--- config.mk ---
export PLATFORM = sky130hd
export DESIGN_NAME = serial_sub_ctrl
export DESIGN_NICKNAME = d
export VERILOG_FILES = /design/src/rtl/serial_sub_ctrl.sv
export SDC_FILE = /design/constraint.sdc
export NUM_CORES = 1
export LEC_CHECK = 0
export ABC_AREA = 1
export CAP_MARGIN = 10
export CORE_AREA = 2 2 58 60
export CTS_BUF_LIST = sky130_fd_sc_hd__clkbuf_8 sky130_fd_sc_hd__clkbuf_16
export CTS_CLUSTER_DIAMETER = 80
export CTS_CLUSTER_SIZE = 16
export DETAILED_ROUTE_END_ITERATION = 8
export DIE_AREA = 0 0 60 62
export MAX_ROUTING_LAYER = met4
export PLACE_DENSITY = 0.81
export RECOVER_POWER = 50
export SYNTH_ARGS = -nofsm -noshare
export SYNTH_HDL_FRONTEND = slang
export SYNTH_SLANG_ARGS = --single-unit
--- constraint.sdc ---
create_clock -name clk -period 3.05 [get_ports clk]
set_input_delay 0.4575 -clock clk [delete_from_list [all_inputs] [get_ports clk]]
set_output_delay 0.4575 -clock clk [all_outputs]
set_load 0.02 [all_outputs]
--- src/rtl/serial_sub_ctrl.sv ---
// Bit-serial unsigned subtractor controller.
// Computes diff = a - b one bit per clock, LSB first, through a single
// 1-bit subtract cell (two half-subtractors plus a borrow register).
//
//   state | meaning
//   ------+------------------------------------------------------------
//   IDLE  | waiting for start; last result held on diff/borrow_out
//   BUSY  | one operand bit processed per edge, WIDTH edges in total
//   DONE  | done pulse cycle; diff/borrow_out valid
module serial_sub_ctrl #(
    parameter int WIDTH = 8
) (
    input  logic             clk,
    input  logic             rst,
    input  logic             start,
    input  logic [WIDTH-1:0] a,
    input  logic [WIDTH-1:0] b,
    output logic             busy,
    output logic             done,
    output logic [WIDTH-1:0] diff,
    output logic             borrow_out
);

    localparam int CW = $clog2(WIDTH);
    localparam logic [CW-1:0] LAST = CW'(WIDTH - 1);

    typedef enum logic [1:0] {
        IDLE = 2'd0,
        BUSY = 2'd1,
        DONE = 2'd2
    } state_t;

    state_t           state;
    logic [WIDTH-1:0] a_sr;
    logic [WIDTH-1:0] b_sr;
    logic [CW-1:0]    cnt;
    logic             borrow;

    logic ai;
    logic bi;
    logic d;
    logic bout;

    // Shared 1-bit full-subtract cell fed by the operand LSBs and the borrow register
    assign ai   = a_sr[0];
    assign bi   = b_sr[0];
    assign d    = ai ^ bi ^ borrow;
    assign bout = (~ai & bi) | (~(ai ^ bi) & borrow);

    // Sequencer: operand capture, per-bit shifting, borrow chaining and handshake
    always_ff @(posedge clk or posedge rst) begin
        if (rst) begin
            state      <= IDLE;
            busy       <= 1'b0;
            done       <= 1'b0;
            diff       <= '0;
            borrow_out <= 1'b0;
            cnt        <= '0;
            borrow     <= 1'b0;
            a_sr       <= '0;
            b_sr       <= '0;
        end else begin
            case (state)
                IDLE: begin
                    if (start) begin
                        a_sr   <= a;
                        b_sr   <= b;
                        borrow <= 1'b0;
                        cnt    <= '0;
                        busy   <= 1'b1;
                        state  <= BUSY;
                    end
                end
                BUSY: begin
                    // Result bits enter at the MSB so after WIDTH shifts bit 0 lands at diff[0]
                    diff   <= {d, diff[WIDTH-1:1]};
                    a_sr   <= a_sr >> 1;
                    b_sr   <= b_sr >> 1;
                    borrow <= bout;
                    cnt    <= cnt + 1'b1;
                    if (cnt == LAST) begin
                        busy       <= 1'b0;
                        done       <= 1'b1;
                        borrow_out <= bout;
                        state      <= DONE;
                    end
                end
                DONE: begin
                    done  <= 1'b0;
                    state <= IDLE;
                end
                default: begin
                    busy  <= 1'b0;
                    done  <= 1'b0;
                    state <= IDLE;
                end
            endcase
        end
    end

endmodule

==> out/metrics.cfg <==
[grt]
grt_pass1_vias = 1281
track_usage_pct = 20.3
antenna_found_initial = 0
grt_pass1_wl_um = 5380
gr-total-overflow = 0
grt_max_degree = 43

[timing]
setup_viol = 0
hold_violations = 0
rsz0062_at_grt = no
skew_ns = 0.00641
fin_crit_sh_pct = 64.1
setup_slack_ns = 1.10
drv_slew = 0
fmax_mhz = 512
tightest_slew_ns = 0.870
relSlewSlack_pct = 42.0
tns_ns = 0
fin_crit_ns = 1.95

[run]
drv_cap = 0

[cells_and_area]
final_cells = 275
diodes = 0
nets = 250
drive_above_1_share_pct = 4.80
fin_area_um2 = 2020
syn_to_final_growth_pct = 23.4

[place]
post-place-ws_ns = 1.36
io_buffers = 29
gp_congestion = 0.798
placed_cells = 267
place_area_um2 = 1910
dp_hpwl_um = 2080

[floorplanning]
dieArea_um2 = 3720
io_pins = 30
core_area_um2 = 3180
fp.dieW_um = 60
die_h_um = 62
num_rows = 21
initial_core_util_pct = 51.4

[hold_path]
hold_path_class = reg2reg

[synth]
ys_types = 17
synth_nets = 224
synth_edf_count = 0
synth_common_cells = 54 x nand2_1, 45 x nand3_1, 35 x inv_1
yosys.area.top_type_share_pct = 50.5
yosys_warnings = 0
yosys_register_bits = 33
synthTopCellsByArea = dfrtp_1 51%, nand3_1 14%, nand2_1 12%, inv_1 8.0%, o21ai_0 2.1%
async_flop_share_pct = 100
yosysMostFrequentCell = nand2_1
synth_largest_area_cell = dfrtp_1
yosysSeqAreaShare_pct = 50.5
syn_area_um2 = 1630
avgSynthCellArea_um2 = 8.09
synthCells = 202
synth-main-ff-cell = dfrtp_1

[route]
drc = 0
first_pass_iters = 4
wire_per_inst_um = 11.5
first_iter_violations = 49
viasPerCell = 4.95
wl_um = 3160
vias = 1360
antenna_left = 0

[clocking]
cts_sinks = 33
cts_made_buffers = 5
clockBufferDepth = 2
ctsHoldBuffers = 0
clock_latency_ns = 0.28
postCtsSetupRepairBufs = 0
path_clk_slew_ns = 0.07
htreeDepth = 2
cts-resized-gates = 0
cts_root_buf = clkbuf_8
cts_tree = built

[setup_path]
slowest_stage = clkbuf_1
cp-end-kind = async pin
crit_chain = dlygate4sd3_1 > inv_1 > clkbuf_1
cp_max_fo = 17
max_stage_delay_ns = 0.72
path_delay_family = buffers and inverters
cp_data_arrival_time_ns = 2.25
cp_num_buf_inv = 3
cp_data_required_time_ns = 3.35
worst_setup_path_start_kind = primary input
crit_type = in2async

[power]
ir_drop_uv = 525
p_leak_nw = 1.07
p_per_area_nw_per_um2 = 1040

[run_status]
status = finished clean

==> placed cells by master (no fill, tap or decap) <==
cell,count
o22ai_1,1
nor2_1,7
o21ai_1,1
o21ai_0,7
bufinv_16,1
a21oi_1,1
fa_1,1
nand3_1,45
clkbuf_8,6
clkbuf_1,1
dfrtp_1,33
nand2_4,3
clkdlybuf4s50_1,28
dlygate4sd3_1,1
inv_4,1
nand2_1,54
ha_1,2
inv_1,36
==> worst paths after layout <==
check	to	slack [ns]	startpoint	cells after the start
max	a_sr[0]	1.10	rst	3
max reg2reg	borrow_out	1.16	state[0]	5
max in group clk	borrow_out	1.16	state[0]	5
min reg2reg	diff[0]	0.48	diff[0]	2
min	diff[0]	0.48	diff[0]	2
min in group asynchronous	diff[4]	0.73	rst	2
==> power breakdown <==
part / switching [W] / internal (W)
logic: 0.000522 / 0.000367
registers: 0.000148 / 0.000646
clock network: 0.000159 / 0.000263
total: 0.000830 / 0.00128
==> flip-flops by register name, summed over array words and instances (netlist names) <==
signal	flops
cnt	3
b_sr	8
done	1
diff	8
state	2
borrow	1
a_sr	8
borrow_out	1
busy	1
==> layer usage <==
layer | part of all wire (%) | track usage [%] | up-vias
li1 | - | - | 672
met1 | 43 | 24.8 | 620
met2 | 47 | 31.2 | 59
met3 | 6.9 | 6.21 | 9
met4 | 2.3 | 8.57 | 0
met5 | 0 | - | -
==> worst reg2reg max path, cell delays in order, from the launching register on <==
cell,delay [ns]
dfrtp_1,0.72
inv_1,0.13
nor2_1,0.55
nand2_1,0.22
nand2_1,0.11
o21ai_1,0.06
==> kinds of logic (layout without fill, tap and decap cells) <==
logic type | count (synthesis) | after routing | synth area share (%)
adders and majority gates | 3 | 3 | 2.76
DFF | 33 | 33 | 50.5
buffers and inverters | 47 | 74 | 13.4
AOI/OAI and AO/OA | 10 | 10 | 3.14
and+or+nand+nor | 109 | 109 | 30.2
==> final cells by class <==
type	instances	area (µm²)
clock buffer	6	82.6
timing repair buffer	30	294
clock inverter	2	33.8
inverter	36	138
sequential	33	826
tap	46	57.6
fill	281	1160
multi-input combinational	122	584
==> through the flow <==
step	hold slack (ns)	power, W	util, %
after global routing	0.509	0.00228	63.4
final	0.485	0.00211	63.4
after detailed placement	0.472	0.00169	60.0
after floorplan	0.450	0.00146	-
after global placement	0.471	0.00167	60.0
after CTS	0.490	0.00212	63.7
No activity file was read; power rests on OpenSTA's default activity.
